## src/rtl/ddmm_pkg.sv

```systemverilog
// Shared types and constants for the day-of-year sequencer.
package ddmm_pkg;

  // Sequencer states: IDLE waits for keys, RUN auto-advances, LOAD is a one-cycle detour.
  typedef enum logic [1:0] {
    IDLE = 2'd0,
    RUN  = 2'd1,
    LOAD = 2'd2
  } state_t;

  // Last valid day of the Jan-Apr window in a non-leap year (31+28+31+30).
  localparam int DAY_MAX_STD = 120;

  // Width of one BCD digit.
  localparam int DIGIT_W = 4;

  // Bits needed to count 0 .. (clk_hz/step_hz - 1); never less than one bit.
  function automatic int presc_width(input int clk_hz, input int step_hz);
    int div;
    div = clk_hz / step_hz;
    if (div <= 1) begin
      return 1;
    end
    return $clog2(div);
  endfunction

endpackage

```

## src/rtl/ddmm_if.sv

```systemverilog
// Switch/key inputs and converter-facing outputs of the day-of-year sequencer.
interface ddmm_if;
  import ddmm_pkg::*;

  logic [9:0]         SW;
  logic               key_step_n;
  logic               key_run_n;
  logic [DIGIT_W-1:0] MSB;
  logic [DIGIT_W-1:0] LSB;
  logic               leap_year;
  logic               running;
  logic               upd;
  logic               wrap;
  logic               load_err;

  // Board/parent side: drives switches and keys, observes the day.
  modport master (
    output SW, key_step_n, key_run_n,
    input  MSB, LSB, leap_year, running, upd, wrap, load_err
  );

  // Sequencer side.
  modport slave (
    input  SW, key_step_n, key_run_n,
    output MSB, LSB, leap_year, running, upd, wrap, load_err
  );

endinterface

```

## src/rtl/ddmm_sync_edge.sv

```systemverilog
// Multi-stage synchronizer followed by a rising-edge pulse generator.
module ddmm_sync_edge #(
  parameter int STAGES = 2
) (
  input  logic clock,
  input  logic reset_n,
  input  logic din,
  output logic rise
);

  logic [STAGES-1:0] stage_reg;
  logic              prev_reg;

  // Shift the asynchronous level through the synchronizer chain.
  always_ff @(posedge clock or negedge reset_n) begin
    if (!reset_n) begin
      stage_reg <= '0;
    end else begin
      stage_reg[0] <= din;
      for (int i = 1; i < STAGES; i++) begin
        stage_reg[i] <= stage_reg[i-1];
      end
    end
  end

  // Remember the previous synchronized level so a 0->1 change yields one pulse.
  always_ff @(posedge clock or negedge reset_n) begin
    if (!reset_n) begin
      prev_reg <= 1'b0;
    end else begin
      prev_reg <= stage_reg[STAGES-1];
    end
  end

  assign rise = stage_reg[STAGES-1] & ~prev_reg;

endmodule

```

## src/rtl/ddmm_day_sequencer.sv

```systemverilog
// Day-of-year counter (two BCD digits) for the Jan-Apr month/day converter:
// advanced by key or auto-run tick, loadable from switches, leap-aware wrap.
module ddmm_day_sequencer #(
  parameter int CLK_HZ      = 50_000_000,
  parameter int STEP_HZ     = 4,
  parameter int DAY_MAX_STD = ddmm_pkg::DAY_MAX_STD,
  parameter int SYNC_STAGES = 2
) (
  input  logic   clock,
  input  logic   reset_n,
  ddmm_if.slave  bus
);
  import ddmm_pkg::state_t;
  import ddmm_pkg::IDLE;
  import ddmm_pkg::RUN;
  import ddmm_pkg::LOAD;
  import ddmm_pkg::DIGIT_W;
  import ddmm_pkg::presc_width;

  localparam int                 DIV       = CLK_HZ / STEP_HZ;
  localparam int                 PRESC_W   = presc_width(CLK_HZ, STEP_HZ);
  localparam logic [PRESC_W-1:0] PRESC_LAST = PRESC_W'(DIV - 1);
  localparam logic [7:0]         DAY_CLAMP_HI = 8'(DAY_MAX_STD + 1);
  localparam logic [DIGIT_W-1:0] CLAMP_MSB = DIGIT_W'(DAY_MAX_STD / 10);
  localparam logic [DIGIT_W-1:0] CLAMP_LSB = DIGIT_W'(DAY_MAX_STD % 10);

  // Input conditioning
  logic       step_rise, run_rise, load_rise;
  logic [8:0] sw_pipe_reg [SYNC_STAGES];  // {SW[9], SW[7:0]}
  logic [8:0] sw_sync;
  logic [3:0] ld_tens, ld_ones;

  // State
  state_t               state_reg, state_next;
  state_t               ret_reg, ret_next;
  logic [PRESC_W-1:0]   presc_reg, presc_next;
  logic [DIGIT_W-1:0]   msb_reg, msb_next;
  logic [DIGIT_W-1:0]   lsb_reg, lsb_next;
  logic                 leap_reg;
  logic                 upd_reg, upd_next;
  logic                 wrap_reg, wrap_next;
  logic                 err_reg, err_next;

  // Derived values
  logic [7:0] day_cur, day_max, ld_value;
  logic       ld_ok, tick, clamp, at_max, advance;

  ddmm_sync_edge #(.STAGES(SYNC_STAGES)) u_step_edge (
    .clock   (clock),
    .reset_n (reset_n),
    .din     (~bus.key_step_n),
    .rise    (step_rise)
  );

  ddmm_sync_edge #(.STAGES(SYNC_STAGES)) u_run_edge (
    .clock   (clock),
    .reset_n (reset_n),
    .din     (~bus.key_run_n),
    .rise    (run_rise)
  );

  ddmm_sync_edge #(.STAGES(SYNC_STAGES)) u_load_edge (
    .clock   (clock),
    .reset_n (reset_n),
    .din     (bus.SW[8]),
    .rise    (load_rise)
  );

  // Plain synchronizer for leap flag and load value, same depth as the load edge path
  // so the value is aligned with its load pulse.
  always_ff @(posedge clock or negedge reset_n) begin
    if (!reset_n) begin
      for (int i = 0; i < SYNC_STAGES; i++) begin
        sw_pipe_reg[i] <= '0;
      end
    end else begin
      sw_pipe_reg[0] <= {bus.SW[9], bus.SW[7:0]};
      for (int i = 1; i < SYNC_STAGES; i++) begin
        sw_pipe_reg[i] <= sw_pipe_reg[i-1];
      end
    end
  end

  assign sw_sync = sw_pipe_reg[SYNC_STAGES-1];
  assign ld_tens = sw_sync[7:4];
  assign ld_ones = sw_sync[3:0];

  assign day_cur  = {4'd0, msb_reg} * 8'd10 + {4'd0, lsb_reg};
  assign day_max  = 8'(DAY_MAX_STD) + {7'd0, leap_reg};
  assign ld_value = {4'd0, ld_tens} * 8'd10 + {4'd0, ld_ones};
  assign ld_ok    = (ld_ones <= 4'd9) && (ld_value >= 8'd1) && (ld_value <= day_max);
  assign tick     = (state_reg == RUN) && (presc_reg == PRESC_LAST);
  // Day 121 is only legal in a leap year; seen without the flag it must be pulled back.
  assign clamp    = !leap_reg && (day_cur == DAY_CLAMP_HI);
  assign at_max   = (day_cur >= day_max);
  assign advance  = (step_rise && (state_reg != LOAD)) || tick;

  // Next-state, prescaler and day update; events resolved as load > clamp > step > tick.
  always_comb begin
    state_next = state_reg;
    ret_next   = ret_reg;
    presc_next = presc_reg;
    msb_next   = msb_reg;
    lsb_next   = lsb_reg;
    upd_next   = 1'b0;
    wrap_next  = 1'b0;
    err_next   = err_reg;

    if (state_reg == RUN) begin
      presc_next = tick ? '0 : presc_reg + PRESC_W'(1);
    end

    case (state_reg)
      IDLE: begin
        if (load_rise) begin
          ret_next   = IDLE;
          state_next = LOAD;
        end else if (run_rise) begin
          state_next = RUN;
          presc_next = '0;
        end
      end
      RUN: begin
        if (load_rise) begin
          ret_next   = RUN;
          state_next = LOAD;
        end else if (run_rise) begin
          state_next = IDLE;
        end
      end
      LOAD: begin
        if (!load_rise) begin
          state_next = ret_reg;
        end
      end
      default: begin
        state_next = IDLE;
      end
    endcase

    if (load_rise) begin
      if (ld_ok) begin
        msb_next = ld_tens;
        lsb_next = ld_ones;
        err_next = 1'b0;
        upd_next = 1'b1;
      end else begin
        err_next = 1'b1;
      end
    end else if (clamp) begin
      msb_next = CLAMP_MSB;
      lsb_next = CLAMP_LSB;
      upd_next = 1'b1;
    end else if (advance) begin
      upd_next = 1'b1;
      if (at_max) begin
        msb_next  = '0;
        lsb_next  = DIGIT_W'(1);
        wrap_next = 1'b1;
      end else if (lsb_reg == 4'd9) begin
        lsb_next = '0;
        msb_next = msb_reg + DIGIT_W'(1);
      end else begin
        lsb_next = lsb_reg + DIGIT_W'(1);
      end
    end
  end

  // State, prescaler, day digits, leap copy and status pulses.
  always_ff @(posedge clock or negedge reset_n) begin
    if (!reset_n) begin
      state_reg <= IDLE;
      ret_reg   <= IDLE;
      presc_reg <= '0;
      msb_reg   <= '0;
      lsb_reg   <= DIGIT_W'(1);
      leap_reg  <= 1'b0;
      upd_reg   <= 1'b0;
      wrap_reg  <= 1'b0;
      err_reg   <= 1'b0;
    end else begin
      state_reg <= state_next;
      ret_reg   <= ret_next;
      presc_reg <= presc_next;
      msb_reg   <= msb_next;
      lsb_reg   <= lsb_next;
      leap_reg  <= sw_sync[8];
      upd_reg   <= upd_next;
      wrap_reg  <= wrap_next;
      err_reg   <= err_next;
    end
  end

  assign bus.MSB       = msb_reg;
  assign bus.LSB       = lsb_reg;
  assign bus.leap_year = leap_reg;
  assign bus.running   = (state_reg == RUN);
  assign bus.upd       = upd_reg;
  assign bus.wrap      = wrap_reg;
  assign bus.load_err  = err_reg;

endmodule

```

## src/flat_wrapper.sv

```systemverilog
// flat-port wrapper written by rule: the top's interface ports become plain ports
module ddmm_day_sequencer_flat import ddmm_pkg::state_t; import ddmm_pkg::IDLE; import ddmm_pkg::RUN; import ddmm_pkg::LOAD; import ddmm_pkg::DIGIT_W; import ddmm_pkg::presc_width;
#(
  parameter int CLK_HZ      = 50_000_000,
  parameter int STEP_HZ     = 4,
  parameter int DAY_MAX_STD = ddmm_pkg::DAY_MAX_STD,
  parameter int SYNC_STAGES = 2
)
  (clock, reset_n, bus_SW, bus_key_step_n, bus_key_run_n, bus_MSB, bus_LSB, bus_leap_year, bus_running, bus_upd, bus_wrap, bus_load_err);
  ddmm_if bus_i ();
  input  logic clock;
  input  logic reset_n;
  input wire logic [$bits(bus_i.SW)-1:0] bus_SW;
  input wire logic [$bits(bus_i.key_step_n)-1:0] bus_key_step_n;
  input wire logic [$bits(bus_i.key_run_n)-1:0] bus_key_run_n;
  output wire logic [$bits(bus_i.MSB)-1:0] bus_MSB;
  output wire logic [$bits(bus_i.LSB)-1:0] bus_LSB;
  output wire logic [$bits(bus_i.leap_year)-1:0] bus_leap_year;
  output wire logic [$bits(bus_i.running)-1:0] bus_running;
  output wire logic [$bits(bus_i.upd)-1:0] bus_upd;
  output wire logic [$bits(bus_i.wrap)-1:0] bus_wrap;
  output wire logic [$bits(bus_i.load_err)-1:0] bus_load_err;
  assign bus_i.SW = bus_SW;
  assign bus_i.key_step_n = bus_key_step_n;
  assign bus_i.key_run_n = bus_key_run_n;
  assign bus_MSB = bus_i.MSB;
  assign bus_LSB = bus_i.LSB;
  assign bus_leap_year = bus_i.leap_year;
  assign bus_running = bus_i.running;
  assign bus_upd = bus_i.upd;
  assign bus_wrap = bus_i.wrap;
  assign bus_load_err = bus_i.load_err;
  ddmm_day_sequencer #(.CLK_HZ(CLK_HZ), .STEP_HZ(STEP_HZ), .DAY_MAX_STD(DAY_MAX_STD), .SYNC_STAGES(SYNC_STAGES)) u_core (.clock(clock), .reset_n(reset_n), .bus(bus_i));
endmodule
```

## config.mk

```make
export PLATFORM = sky130hd
export DESIGN_NAME = ddmm_day_sequencer_flat
export DESIGN_NICKNAME = d
export VERILOG_FILES = /design/src/rtl/ddmm_pkg.sv /design/src/rtl/ddmm_if.sv /design/src/rtl/ddmm_sync_edge.sv /design/src/rtl/ddmm_day_sequencer.sv /design/src/flat_wrapper.sv
export SDC_FILE = /design/constraint.sdc
export NUM_CORES = 1
export LEC_CHECK = 0
export ABC_AREA = 0
export CAP_MARGIN = 30
export CORE_ASPECT_RATIO = 0.8
export CORE_UTILIZATION = 38
export DETAILED_ROUTE_END_ITERATION = 10
export PLACE_DENSITY = 0.59
export SYNTH_ARGS = -nofsm -noshare
export SYNTH_HDL_FRONTEND = slang
export SYNTH_HIERARCHICAL = 1
export SYNTH_SLANG_ARGS = --single-unit
```

## constraint.sdc

```tcl
create_clock -name clock -period 8.34 [get_ports clock]
set_input_delay 1.668 -clock clock [delete_from_list [all_inputs] [get_ports clock]]
set_output_delay 1.668 -clock clock [all_outputs]
set_load 0.03 [all_outputs]
```

Word level (Yosys, flattened, before mapping)
Index checks and enable logic that the tools add are counted.
W data, S select, Z words.

storage, ports and cells
  register bits = 67
  input port bits = 14
  output and inout bits = 13
  word-level logic and storage cells = 99

operators by class
  $add $sub $neg = 6
  multiply operators = 2
  magnitude comparators = 4
  equality and inequality tests = 12
  muxes and demuxes = 35
  bitwise logic cells = 8
  reduce and logical (&&, ||, !) cells = 15

operator list
  kind                     count
  $mux W24                 5
  $mux W4                  12
  $add A24 B1 Y24 const B  1
  $eq A24 B24 Y1 const B   1
  $add A8 B4 Y8            2
  $mul A4 B3 Y7 const B    2
  $mux W2                  7
  $mux W1                  9
  $reduce_and A3 Y1        3
  $add A4 B1 Y4 const B    2
  $add A7 B1 Y8 const A    1
  $eq A8 B7 Y1 const B     1
  $ge A8 B1 Y1 const B     1
  $ge A8 B8 Y1             1
  $le A8 B8 Y1             1
  $ne A2 B2 Y1 const B     3
  $ne A3 B1 Y1 const B     2
  $pmux W2 S3              1
  $logic_and A1 B1 Y1      5
  $not A1 Y1               5
  $eq A4 B4 Y1 const B     1
  $le A4 B4 Y1 const B     1
  $ne A2 B1 Y1 const B     2
  $pmux W2 S2              1
  10 further kinds         12

Depth between registers and ports, before layout
  word-level depth = 7
  mapped depth = 11
  mapped depth without buffers = 10

Hierarchy
Netlist, hierarchy kept.

modules (own cells, without submodules)
  module              instances  cells an instance  area an instance (um^2)  seq. area each (um^2)
  ddmm_day_sequencer  1          311                3203.1                   1427.6
  ddmm_sync_edge      3          4                  88.8                     75.1

Least setup slack after synthesis
No wires, ideal clock.

  path type = flip-flop to flip-flop
  start = register u_core.msb_reg[3] (netlist: u_core/bus.MSB[3])
  end = register u_core.msb_reg[0] (netlist: u_core/bus.MSB[0])
  setup time = 0.125 ns
  data arrival time = 2.876 ns
  required time = 8.215 ns
  setup slack = 5.339 ns
  cell stages (with the launch flop) = 9
  path buffers = 0
  clock period less this slack = 3.001 ns
  path through = dfrtp_1 ha_1 ha_1 fa_1 o211ai_1 o21ai_0 nand4bb_2 nand2_4 mux2_4

on the way
  word-level cells in the longest chain between the ends = 7
  elaborated cells on any way between the ends = 12
  classes of those cells = add/sub (1); mul (1); order compare (1); eq/ne (1); mux (4); reduce/logical (4)

RTL lines
  what                      line                       source
  start: declaration        ddmm_day_sequencer.sv:37   logic [DIGIT_W-1:0] msb_reg, msb_next;
  start signal: assignment  ddmm_day_sequencer.sv:185  msb_reg <= msb_next;
  $mul A4 B3 Y7 (*)         ddmm_day_sequencer.sv:88   assign day_cur = {4'd0, msb_reg} * 8'd10 + {4'd0, lsb_reg};
  $add A8 B4 Y8 (*)         ddmm_day_sequencer.sv:88
  $ge A8 B8 Y1              ddmm_day_sequencer.sv:95   assign at_max = (day_cur >= day_max);
  $mux W4                   ddmm_day_sequencer.sv:156  if (at_max) begin
  $mux W4                   ddmm_day_sequencer.sv:154  end else if (advance) begin
  $mux W4                   ddmm_day_sequencer.sv:150  end else if (clamp) begin
  $mux W4                   ddmm_day_sequencer.sv:141  if (load_rise) begin

Mark *: on every way between the ends. The rest lies on a longest branch, timed or not. The select of a mux whose other input is x is not followed.
A chain may end at the register's enable or synchronous reset.

Worst setup path after layout
  start = register u_core.state_reg[1]
  end = output bus_running

on the way
  word-level cells in the longest chain between the ends = 1

RTL lines
  what                      line                       source
  start: declaration        ddmm_day_sequencer.sv:34   state_t state_reg, state_next;
  start signal: assignment  ddmm_day_sequencer.sv:182  state_reg <= state_next;
  $eq A2 B1 Y1              ddmm_day_sequencer.sv:197  assign bus.running = (state_reg == RUN);
  end: declaration          flat_wrapper.sv:19         output wire logic [$bits(bus_i.running)-1:0] bus_running;

Every way passes these cells.

==> impl_metrics.ini <==
[outcome]
outcome = complete, no violations

[synthesis]
synth_cell_type_count = 60
synth-adder-area-share_pct = 9.520
synth_top_family_by_area = simple AND/OR/NAND/NOR gates
synthesis.nets = 361
synthXorXnorAreaFrac_pct = 7.825
synth-async-reset-ratio_pct = 100.0
synth_area_leaders = dfrtp_1 47%, ha_1 7.2%, nor2_1 4.1%
synth-compound-area-share_pct = 11.03
synth.mux.area_fraction_pct = 1.298
synth-edff-count = 0
yosys.area.top_type_share_pct = 46.88
seq_area_frac_synth_pct = 47.64
synth-simple-area-share_pct = 19.91
synth_cells = 323
ys_ff_latch = 66
syn-mean-instance-area_um2 = 10.74
ys.flop_type = dfrtp_1
yosys_warnings = 6
synth_top_cell_by_area = dfrtp_1
synth_area_um2 = 3470

[final_layout]
final_area_um2 = 4131
final_common_cell = dfrtp_1
regArea_um2 = 1653
multi_input_area_um2 = 1720
drive_above_1_share_pct = 12.81
fin_nets = 392
diodes = 0
final_cell_mix = 65 x dfrtp_1, 38 x nor2_1, 27 x nand2_1, 25 x clkdlybuf4s50_1, 20 x ha_1
synthToLayoutAreaGrowth_pct = 19.08
fill_cells = 814
largest_reg_flops = 24

[timing]
tns_ps = 0
setup-violations-final = 0
period_share_pct = 42.06
fmax_mhz = 285.1
layout_min_cycle_time_ps = 3508
rsz0062_at_grt = false
slew_violations = 0
worst_pin_slew_ps = 737.3
hold_viol = 0
setup_ws_ps = 4832
worst_hold_slack_ps = 344.8
clock_skew_ps = 8.817
max_slew_margin_pct = 50.85

[power_and_ir_drop]
p_comb_share_pct = 37.5
total_power_uw = 1263
p_leak_uw = 0.001828
p_sw_uw = 456.5
peakVddDrop_v = 0.0001662
switching_share_pct = 36.15
power.density_nw_per_um2 = 305.7
power_frac_seq_pct = 32.7
clockPowerShare_pct = 29.7
p_int_uw = 806.4

[grt]
grt_pass1_wl_mm = 11.34
first_global_vias = 2349
track_usage_pct = 15.82
antenna_found_initial = 0
grt_max_degree = 61
grt_overflow_total = 0

[setup_path]
cp-start-kind = register
path_common_cell = inv_1
crit_slowest_cell = clkdlybuf4s50_1
cp_max_fo = 8
required_ps = 6670
cp.arrival_ps = 1840
critPathTopFamily = buffers and inverters
r2r_slack_ps = 4870
worstRegToRegCells = 10
crit_type = reg -> out
crit_path_cell_trace = inv_1, nand2_1, inv_1, clkdlybuf4s50_1
r2r-end = u_core/bus.MSB[0]$_DFFE_PN0P_
r2r-start = u_core/sw_sync[7]$_DFF_PN0_
max_stage_delay_ps = 690
cp.buffers_inverters = 3
endpoint_kind = output pin

[clock_network]
cts_tree = built
root_buffer = clkbuf_16
clk_pin_slew_ps = 60
postCtsResizedCells = 0
cts_setup_buffers = 0
clock_latency_ps = 330
cts_sinks = 66
cts_buffers = 9
clock_path_buffers = 2
holdBufCountCts = 0
ctsHtreeMaxLevel = 3

[placed_design]
portBuffers = 26
placed_cell_area_um2 = 3829
place_ws_ps = 4927
hpwl_mm = 4.725
place_congestion = 0.9741

[worst_hold_path]
min_to = u_core/sw_sync[8]$_DFF_PN0_
holdPathStages = 0
hp-start = u_core/sw_pipe_reg[17]$_DFF_PN0_
worst_hold_path_type = reg -> reg

[routing]
wl_per_cell_um = 13.90
drc = 0
drt-vias-per-instance = 5.100
drt_wl_total_mm = 6.545
drtPass1Iterations = 4
ant_nets = 0
drt_iter0_markers = 121
num_vias = 2402

[die]
rows = 30
die_y_um = 87.47
die_area_um2 = 9519
core_um2 = 8671
start_util_pct = 40.01
die_x_um = 108.8
num_io_pins = 27

[run]
maxCapViolCount = 0
-- per-layer routing --
metal / global-route usage (%) / vias up / wire length [um]
met5: 0 / - / 0
met4: 6.143 / 0 / 86
met3: 4.637 / 8 / 283
met2: 21.40 / 49 / 2626
met1: 23.43 / 1140 / 3548
li1: - / 1205 / -
-- worst register-to-register path, stage by stage (launching register included) --
cell,delay (ps)
dfrtp_1,460
ha_1,340
ha_1,200
fa_1,540
nand2b_1,130
a2bb2oi_1,210
o41ai_1,110
a211o_2,320
a221oi_4,560
nand2_4,150
mux2_4,330
-- stage by stage --
step,utilization (%),instances
2_1_floorplan,-,323
3_3_place_gp,44.16,455
3_5_place_dp,44.16,455
4_1_cts,47.65,471
5_1_grt,47.65,471
6_report,47.65,471
-- power groups by stage --
stage | Sequential, uW | Combinational [uW] | Clock, uW
2_1_floorplan | 446 | 310 | 0
3_3_place_gp | 417 | 464 | 0
3_5_place_dp | 419 | 470 | 0
4_1_cts | 413 | 474 | 386
5_1_grt | 419 | 523 | 403
6_report | 413 | 474 | 376
-- worst max path at each step --
| stage | slack, ps | start | cells after the start | end |
|---|---|---|---|---|
| 2_1_floorplan | 5340 | u_core/bus.MSB[3]$_DFFE_PN0P_ | 8 | u_core/bus.MSB[0]$_DFFE_PN0P_ |
| 3_3_place_gp | 5010 | u_core/sw_sync[5]$_DFF_PN0_ | 10 | u_core/bus.MSB[0]$_DFFE_PN0P_ |
| 3_5_place_dp | 4930 | u_core/sw_sync[7]$_DFF_PN0_ | 10 | u_core/bus.MSB[0]$_DFFE_PN0P_ |
| 4_1_cts | 4820 | u_core/state_reg[1]$_DFFE_PN0P_ | 4 | bus_running |
| 5_1_grt | 4720 | u_core/sw_sync[5]$_DFF_PN0_ | 10 | u_core/bus.MSB[3]$_DFFE_PN0P_ |
| 6_report | 4830 | u_core/state_reg[1]$_DFFE_PN0P_ | 4 | bus_running |
-- final cells by class --
| cell class | count | area share [%] |
|---|---|---|
| Multi-Input combinational cell | 236 | 41.64 |
| Sequential cell | 66 | 40.01 |
| Timing Repair Buffer | 27 | 6.360 |
| Clock buffer | 9 | 5.451 |
| Tap cell | 112 | 3.392 |
| Clock inverter | 7 | 1.878 |
| Inverter | 14 | 1.272 |
-- cells in the mapped netlist, types with 4 or more instances --
master / instances
nor3_1: 6
nor2_1: 38
a21oi_1: 10
inv_1: 14
o21ai_0: 12
nand2_1: 27
ha_1: 20
xnor2_1: 15
dfrtp_1: 65
xor2_1: 16
fa_1: 4
nand4_1: 7
nand3_1: 17
-- cell families (layout without fill, tap and decap cells) --
kind of cell    count (synthesis)  after routing
simple gates                  126            126
flops                          66             66
compound gates                 52             52
xor+xnor                       31             31
fa+ha+maj                      24             24
buf+inv                        21             57
mux                             3              3
No activity file was read; power rests on OpenSTA's default activity.
